[config.mk]
export PLATFORM = sky130hd
export DESIGN_NAME = pc_unit
export DESIGN_NICKNAME = d
export VERILOG_FILES = /design/src/rtl/pc_unit.sv
export SDC_FILE = /design/constraint.sdc
export NUM_CORES = 1
export LEC_CHECK = 0
export CORE_MARGIN = 2
export CORE_UTILIZATION = 40
export DETAILED_ROUTE_END_ITERATION = 6
export PLACE_DENSITY = 0.63
export SLEW_MARGIN = 10
export SYNTH_ARGS = -nofsm -noshare
export SYNTH_HDL_FRONTEND = slang
export SYNTH_SLANG_ARGS = --single-unit
[constraint.sdc]
create_clock -name clk -period 8.08 [get_ports clk]
set_clock_uncertainty 0.15 [all_clocks]
set_input_delay 0.808 -clock clk [delete_from_list [all_inputs] [get_ports clk]]
set_output_delay 0.808 -clock clk [all_outputs]
set_load 0.02 [all_outputs]
[src/rtl/pc_unit.sv]
// Program-counter unit: fetch PC, next-PC selection, EPC capture,
// halt control and a circular return-address stack.
module pc_unit #(
  parameter int unsigned W         = 32,
  parameter logic [W-1:0] RESET_VEC = '0,
  parameter logic [W-1:0] EXC_VEC   = W'(32'h0000_0080),
  parameter int unsigned RAS_DEPTH = 4
) (
  input  logic         clk,
  input  logic         rst_n,
  input  logic         stall,
  input  logic         branch_taken,
  input  logic [W-1:0] branch_target,
  input  logic         jump,
  input  logic [W-1:0] jump_target,
  input  logic         call,
  input  logic         ret,
  input  logic         exc,
  input  logic         eret,
  input  logic         halt,
  input  logic         resume,
  output logic [W-1:0] pc,
  output logic [W-1:0] pc_plus4,
  output logic         pc_valid,
  output logic [W-1:0] epc,
  output logic         ras_empty,
  output logic         ras_underflow,
  output logic [1:0]   state
);

  localparam int unsigned PW = $clog2(RAS_DEPTH);
  localparam int unsigned CW = PW + 1;
  localparam logic [CW-1:0] FULL = CW'(RAS_DEPTH);

  typedef enum logic [1:0] {
    S_BOOT = 2'b00,
    S_RUN  = 2'b01,
    S_HALT = 2'b10
  } state_e;

  state_e        state_q, state_d;
  logic [W-1:0]  pc_q, pc_d;
  logic [W-1:0]  epc_q, epc_d;
  logic          uf_q, uf_d;
  logic [PW-1:0] ptr_q, ptr_d;
  logic [CW-1:0] cnt_q, cnt_d;
  logic [W-1:0]  ras_q [RAS_DEPTH];

  logic          ras_we;
  logic [PW-1:0] ras_waddr;
  logic [W-1:0]  ras_wdata;
  logic [W-1:0]  inc;
  logic [W-1:0]  top;
  logic [PW-1:0] ptr_m1;

  function automatic logic [W-1:0] align(input logic [W-1:0] t);
    return {t[W-1:2], 2'b00};
  endfunction

  assign inc    = pc_q + W'(4);
  assign ptr_m1 = ptr_q - 1'b1;
  assign top    = ras_q[ptr_m1];

  always_comb begin
    state_d   = state_q;
    pc_d      = pc_q;
    epc_d     = epc_q;
    uf_d      = uf_q;
    ptr_d     = ptr_q;
    cnt_d     = cnt_q;
    ras_we    = 1'b0;
    ras_waddr = ptr_q;
    ras_wdata = inc;
    case (state_q)
      S_BOOT: state_d = S_RUN;
      S_RUN: begin
        if (exc) begin
          epc_d = pc_q;
          pc_d  = align(EXC_VEC);
        end else if (stall) begin
          pc_d = pc_q;
        end else if (halt) begin
          state_d = S_HALT;
        end else if (eret) begin
          pc_d = epc_q;
        end else if (ret) begin
          if (cnt_q != '0) begin
            pc_d = top;
            // A simultaneous jal swaps the popped entry for its own link.
            if (jump && call) begin
              ras_we    = 1'b1;
              ras_waddr = ptr_m1;
            end else begin
              ptr_d = ptr_m1;
              cnt_d = cnt_q - 1'b1;
            end
          end else begin
            pc_d = inc;
            uf_d = 1'b1;
          end
        end else if (jump) begin
          pc_d = align(jump_target);
          if (call) begin
            ras_we = 1'b1;
            ptr_d  = ptr_q + 1'b1;
            cnt_d  = (cnt_q == FULL) ? cnt_q : cnt_q + 1'b1;
          end
        end else if (branch_taken) begin
          pc_d = align(branch_target);
        end else begin
          pc_d = inc;
        end
      end
      S_HALT: begin
        if (exc) begin
          epc_d   = pc_q;
          pc_d    = align(EXC_VEC);
          state_d = S_RUN;
        end else if (resume) begin
          state_d = S_RUN;
        end
      end
      default: state_d = S_BOOT;
    endcase
  end

  always_ff @(posedge clk or negedge rst_n) begin
    if (!rst_n) begin
      state_q <= S_BOOT;
      pc_q    <= align(RESET_VEC);
      epc_q   <= '0;
      uf_q    <= 1'b0;
      ptr_q   <= '0;
      cnt_q   <= '0;
    end else begin
      state_q <= state_d;
      pc_q    <= pc_d;
      epc_q   <= epc_d;
      uf_q    <= uf_d;
      ptr_q   <= ptr_d;
      cnt_q   <= cnt_d;
    end
  end

  always_ff @(posedge clk) begin
    if (ras_we) ras_q[ras_waddr] <= ras_wdata;
  end

  assign pc            = pc_q;
  assign pc_plus4      = inc;
  assign pc_valid      = (state_q == S_RUN);
  assign epc           = epc_q;
  assign ras_empty     = (cnt_q == '0);
  assign ras_underflow = uf_q;
  assign state         = state_q;

endmodule
==> out/metrics.cfg, run 1 <==
[worst_setup_path]
crit_buf_inv = 1
startpoint = pc[2]
r2r_start = state[1]
cp.arrival_ps = 3710
crit_cells = 5
slowest_delay_ps = 960
crit_path_start_kind = register
path_cells = ha_1, nand4_1, nor4_1, xor2_1, clkdlybuf4s50_1
crit_required_ps = 7120
endpoint_kind = primary output
crit_family = simple AND/OR/NAND/NOR gates
reg2reg_slack_ps = 4540
critPathSlowestCell = nor4_1
path_max_fanout = 11
r2r.worst_path.cells = 7
crit_type = reg2out

[synthesis]
syn-mean-instance-area_sq_um = 13.7
synthCells = 700
synth_cell_types = 73
synth_seq_cells = 200
synthArstFlopShare_pct = 36.0
synth_top_area_share_pct = 40.2
ys.flop_type = edfxtp_1
ys_warn_count = 0
synth_edf_count = 128
synth.top_cells.by_area = edfxtp_1 (40%), dfrtp_1 (19%), mux4_2 (7.3%), mux2_2 (2.8%), o21ai_0 (2.4%)
syn_nets = 780
ys_seq_area_share_pct = 59.1
syn_area_sq_um = 9560
yosys.area.top_type = edfxtp_1

[global_routing]
antenna_found_initial = 0
grt_usage_pct = 23.2
grt_pass1_vias = 6909
overflow = 0
grt_max_degree = 45
grt_pass1_wl_um = 42500

[sta]
timing.setup.tns_ps = 0
tightestPinTransition_ps = 1090
slew_headroom_pct = 27.6
hold_viol = 0
period_minus_slack_ps = 4660
clock.fmax_mhz = 214
hold_slack_ps = 178
fin_ws_ps = 3420
finalSetupViolCount = 0
rsz0062_at_grt = no
slew_viol_final = 0
fin_crit_sh_pct = 57.7

[cts]
clock_latency_ps = 440
postCtsHoldBufs = 0
clkTransAtPathRegs_ps = 70
cts_root_buf = clkbuf_16
clock_path_buffers = 2
cts_tree = done
post_cts_buffers = 0
cts_buffers = 17
clkSinkCount = 200
post_cts_resized = 0
ctsHtreeMaxLevel = 4

[power_and_ir_drop]
p_sw_share_pct = 35.5
total_power_mw = 3.42
power_frac_comb_pct = 35.2
seq_power_share_pct = 40.7
powerDensity_nw_per_um2 = 284
ir_drop_v = 0.000172
pwr-share-clk_pct = 24.1
power.switching_mw = 1.22
intPower_mw = 2.21
p_leak_nw = 4.35

[flow_run]
drv_cap = 0

[detailed_routing]
routed_wl_um = 28500
wl_per_cell_um = 24.0
drtIter0Drc = 653
dr.pass1.iters = 7
drc = 0
vias = 6961
vias_per_cell = 5.87
ant_nets = 0

[floorplanning]
core_sq_um = 23500
die_h_um = 159
num_io_pins = 176
dieArea_sq_um = 25100
fp.dieW_um = 159
start_util_pct = 40.7
placementRows = 56

[placement]
place_ws_ps = 3670
finalWeightedCongestion = 0.796
placed_cell_area_sq_um = 11500
port_buffers = 171
dp_cells = 1154
hpwl_um = 18800

[finish]
area_growth_pct = 26.2
diodes = 0
nets = 934
fin_cells = 1186
drive_gt1_share_pct = 16.8
finish.utilization_pct = 51.4
design_area_sq_um = 12100

[status]
status = completed

[min_path]
hold_path_class = in2async

placed cells by master, fill, tap and decap left out, drive strengths merged, types with 5 or more instances in the layout:
| cell type | instances |
|---|---|
| a21oi | 13 |
| a221o | 13 |
| a22oi | 19 |
| a31oi | 16 |
| and3 | 6 |
| buf | 20 |
| clkbuf | 17 |
| clkdlybuf4s50 | 169 |
| clkinv | 7 |
| dfrtp | 72 |
| edfxtp | 128 |
| inv | 28 |
| mux2 | 24 |
| mux4 | 32 |
| nand2 | 47 |
| nand3 | 14 |
| nand4 | 10 |
| nor2 | 16 |
| nor3 | 14 |
| nor4 | 7 |
| o21a | 5 |
| o21ai | 47 |
| o221ai | 21 |
| o22a | 22 |
| o22ai | 5 |
| o31ai | 5 |
| or2 | 6 |
| or3 | 8 |
| or4 | 5 |
| xnor2 | 7 |
| xor2 | 8 |
cell families after synthesis:
kind of cell	share of synthesized area, %
XOR/XNOR	1.37
AND/OR/NAND/NOR	8.61
multiplexers	10.6
flip-flops	59.1
adder cells (fa/ha/maj)	0.733
AO/OA/AOI/OAI	15.1
buffers and inverters	4.50
Yosys cell counts (all sizes together) (5+ instances only):
cell    number
a21oi       13
a221o       13
a22oi       19
a31oi       16
and3         6
buf          9
clkbuf      43
dfrtp       72
edfxtp     128
inv         22
mux2        24
mux4        32
nand2       47
nand3       14
nand4       10
nor2        16
nor3        14
nor4         7
o21a         5
o21ai       47
o221ai      21
o22a        22
o22ai        5
o31ai        5
or2          6
or3          8
or4          5
xnor2        7
xor2         8
flip-flops by register name, summed over array words and instances, names as in the netlist:
signal         count
ras_underflow      1
ras_q            128
state              2
epc               32
cnt_q              3
pc                32
ptr_q              2
cell type report:
cell class                      instances  area, sq um
Clock buffer                           17          425
Clock inverter                         15          141
Fill cell                            2090        11400
Inverter                               23         86.3
Multi-Input combinational cell        423         3530
Sequential cell                       200         5650
Tap cell                              319          399
Timing Repair Buffer                  189         1840
layer usage:
layer  global-route usage (%)  vias to the layer above  part of all wire [%]
met5                        0                        -                     0
met4                     8.41                        0                   2.9
met3                     4.76                       40                   7.5
met2                     36.9                      305                    48
met1                     31.8                     3520                    42
li1                         -                     3096                     -
path summary, 6_finish.rpt:
check                                endpoint
worst max-delay path             pc_plus4[18]
worst min-delay path                    pc[0]
worst max register to register    ras_q[1][8]
worst min register to register  ras_underflow
max in group asynchronous              pc[11]
min in group clk                ras_underflow
power groups by stage:
| stage | clock network, mW | registers [mW] | logic [mW] |
|---|---|---|---|
| floorplan | 0 | 1.46 | 0.631 |
| global placement | 0 | 1.41 | 1.20 |
| detailed placement | 0 | 1.41 | 1.21 |
| CTS | 0.836 | 1.39 | 1.22 |
| global route | 0.878 | 1.41 | 1.29 |
| finish | 0.826 | 1.39 | 1.21 |
Power figures use the tool's default switching activity.
==> run 2, diff against run 1 <==
==> constraint.sdc (replaced) <==
create_clock -name clk -period 4.5 [get_ports clk]
set_clock_uncertainty 0.15 [all_clocks]
set_input_delay 0.45 -clock clk [delete_from_list [all_inputs] [get_ports clk]]
set_output_delay 0.45 -clock clk [all_outputs]
set_load 0.02 [all_outputs]
==> out/metrics.cfg, run 2 (synthesis gave the netlist of run 1 again) <==
[cts]
cts_root_buf = clkbuf_16  ; unchanged
cts_buffers = 17  ; unchanged
clkTransAtPathRegs_ps = 80  ; was 70 ps
ctsHtreeMaxLevel = 4  ; unchanged
postCtsHoldBufs = 1  ; was 0
clkSinkCount = 200  ; unchanged
clock_path_buffers = 2  ; unchanged
cts_tree = done  ; unchanged
clock_latency_ps = 430  ; was 440 ps
post_cts_buffers = 0  ; unchanged
post_cts_resized = 0  ; unchanged

[worst_setup_path]
crit_cells = 7  ; was 5
cp_common_cell = buf_4
startpoint = pc[2]  ; unchanged
crit_type = reg2out  ; unchanged
crit_required_ps = 3900  ; was 7120 ps
critPathSlowestCell = clkdlybuf4s50_1  ; was nor4_1
path_cells = ha_1, nand4_1, buf_4, nor4_1, buf_4, xor2_1, clkdlybuf4s50_1  ; was ha_1, nand4_1, nor4_1, xor2_1, clkdlybuf4s50_1
crit_path_start_kind = register  ; unchanged
r2r_start = state[1]  ; unchanged
slowest_delay_ps = 690  ; was 960 ps
crit_family = buffers and inverters  ; was simple AND/OR/NAND/NOR gates
crit_buf_inv = 3  ; was 1
r2r.worst_path.cells = 7  ; unchanged
cp.arrival_ps = 3380  ; was 3710 ps
path_max_fanout = 7  ; was 11
endpoint_kind = primary output  ; unchanged

[flow_run]
drv_cap = 0  ; unchanged

[floorplanning]
fp.dieW_um = 159  ; unchanged
core_sq_um = 23500  ; unchanged
die_h_um = 159  ; unchanged
dieArea_sq_um = 25100  ; unchanged
placementRows = 56  ; unchanged
start_util_pct = 40.7  ; unchanged
num_io_pins = 176  ; unchanged

[min_path]
min_from = ras_underflow
hold_depth = 1
hold_path_class = reg2reg  ; was in2async

[detailed_routing]
vias = 7058  ; was 6,961
routed_wl_um = 29300  ; was 28,500 um
vias_per_cell = 5.90  ; was 5.87
dr.pass1.iters = 5  ; was 7
drtIter0Drc = 652  ; was 653
drc = 0  ; unchanged
ant_nets = 0  ; unchanged
wl_per_cell_um = 24.4  ; was 24.0 um

[placement]
finalWeightedCongestion = 0.812  ; was 0.796
hpwl_um = 19700  ; was 18,800 um
port_buffers = 171  ; unchanged

[power_and_ir_drop]
p_sw_share_pct = 34.7  ; was 35.5%
power_frac_comb_pct = 34.0  ; was 35.2%
power.switching_mw = 2.20  ; was 1.22 mW
powerDensity_nw_per_um2 = 517  ; was 284 nW/um^2
ir_drop_v = 0.000290  ; was 0.000172 V
pwr-share-clk_pct = 25.7  ; was 24.1%
intPower_mw = 4.14  ; was 2.21 mW
seq_power_share_pct = 40.3  ; was 40.7%
total_power_mw = 6.34  ; was 3.42 mW
p_leak_nw = 4.43  ; was 4.35 nW

[global_routing]
grt_pass1_wl_um = 43600  ; was 42,500 um
antenna_found_initial = 0  ; unchanged
grt_pass1_vias = 6861  ; was 6,909
grt_max_degree = 44  ; was 45
grt_usage_pct = 23.9  ; was 23.2%
overflow = 0  ; unchanged

[sta]
finalSetupViolCount = 0  ; unchanged
rsz0062_at_grt = no  ; unchanged
hold_viol = 0  ; unchanged
period_minus_slack_ps = 3980
hold_slack_ps = 320  ; was 178 ps
slew_viol_final = 0  ; unchanged
tightestPinTransition_ps = 1160  ; was 1090 ps
fin_crit_sh_pct = 88.4
timing.setup.tns_ps = 0  ; unchanged
slew_headroom_pct = 22.3  ; was 27.6%
clock.fmax_mhz = 251

[finish]
drive_gt1_share_pct = 18.0  ; was 16.8%
fill_cells = 2039  ; was 2,090
final_common_cell = clkdlybuf4s50_1  ; unchanged
multi_input_area_sq_um = 3530  ; about the same
nets = 945  ; was 934
final-seq-area_sq_um = 5650  ; about the same
regMostFlops = ras_q  ; unchanged
mostFrequentLayoutCells = clkdlybuf4s50_1 (169), edfxtp_1 (128), dfrtp_1 (70), nand2_1 (47), o21ai_0 (46)  ; was clkdlybuf4s50_1 (169), edfxtp_1 (128), dfrtp_1 (71), nand2_1 (47), o21ai_0 (46)
area_growth_pct = 28.3  ; was 26.2%
largest_reg_flops = 128  ; unchanged
diodes = 0  ; unchanged

[status]
status = completed  ; unchanged

## run 2: changes by cell type in the layout (fill, tap and decap cells not counted), moves of 2 or more
cell,previous run,this run
buf_12,0,3
buf_4,19,26
bufinv_16,1,3
clkinv_4,4,1
clkinvlp_4,2,5
inv_6,6,3
inv_8,0,2
## run 2: metrics by stage
| stage | area (sq um) | worst slack (ps) | instances | util [%] |
|---|---|---|---|---|
| floorplan | 9560 | -1310 | 700 | - |
| detailed placement | 11600 | 1040 | 1164 | 49.5 |
| global route | 12300 | 279 | 1197 | 52.2 |
| finish | 12300 | 520 | 1197 | 52.2 |
| global placement | 11600 | 1050 | 1164 | 49.5 |
| CTS | 12300 | 544 | 1197 | 52.2 |
## run 2: power groups by stage
stage                     logic (mW)  registers (mW)  clock network (mW)
after floorplan                 1.13            2.63                   0
after global routing            2.30            2.60                1.74
after global placement          2.14            2.59                   0
after detailed placement        2.16            2.59                   0
final                           2.16            2.55                1.63
after CTS                       2.18            2.56                1.66
## run 2: cell type report
| class | count | area share, % |
|---|---|---|
| Clock buffer | 18 | 3.67 |
| Clock inverter | 14 | 1.51 |
| Inverter | 23 | 0.704 |
| Multi-Input combinational cell | 423 | 28.8 |
| Sequential cell | 200 | 46.1 |
| Tap cell | 319 | 3.25 |
| Timing Repair Buffer | 200 | 16.0 |
## run 2: worst register-to-register path: stages (launching register included)
cell,delay [ps]
dfrtp_1,420
inv_1,90
ha_1,330
nand2b_1,180
nor4_1,460
nand3_1,400
a2111oi_2,380
buf_4,440
## run 2: final timing paths
path | endpoint | slack (ps)
max | pc_plus4[18] | 520
min | ras_underflow | 320
max reg2reg | ras_q[0][20] | 1300
min reg2reg | ras_underflow | 320
max in group asynchronous | pc[3] | 2870
min in group asynchronous | epc[2] | 420
## run 2: routing by layer
layer / GRT usage, % / vias up / share of wire, %
met5: 0 / - / 0
met4: 7.21 / 0 / 2.0
met3: 3.73 / 30 / 6.9
met2: 38.9 / 306 / 49
met1: 33.2 / 3604 / 42
li1: - / 3118 / -
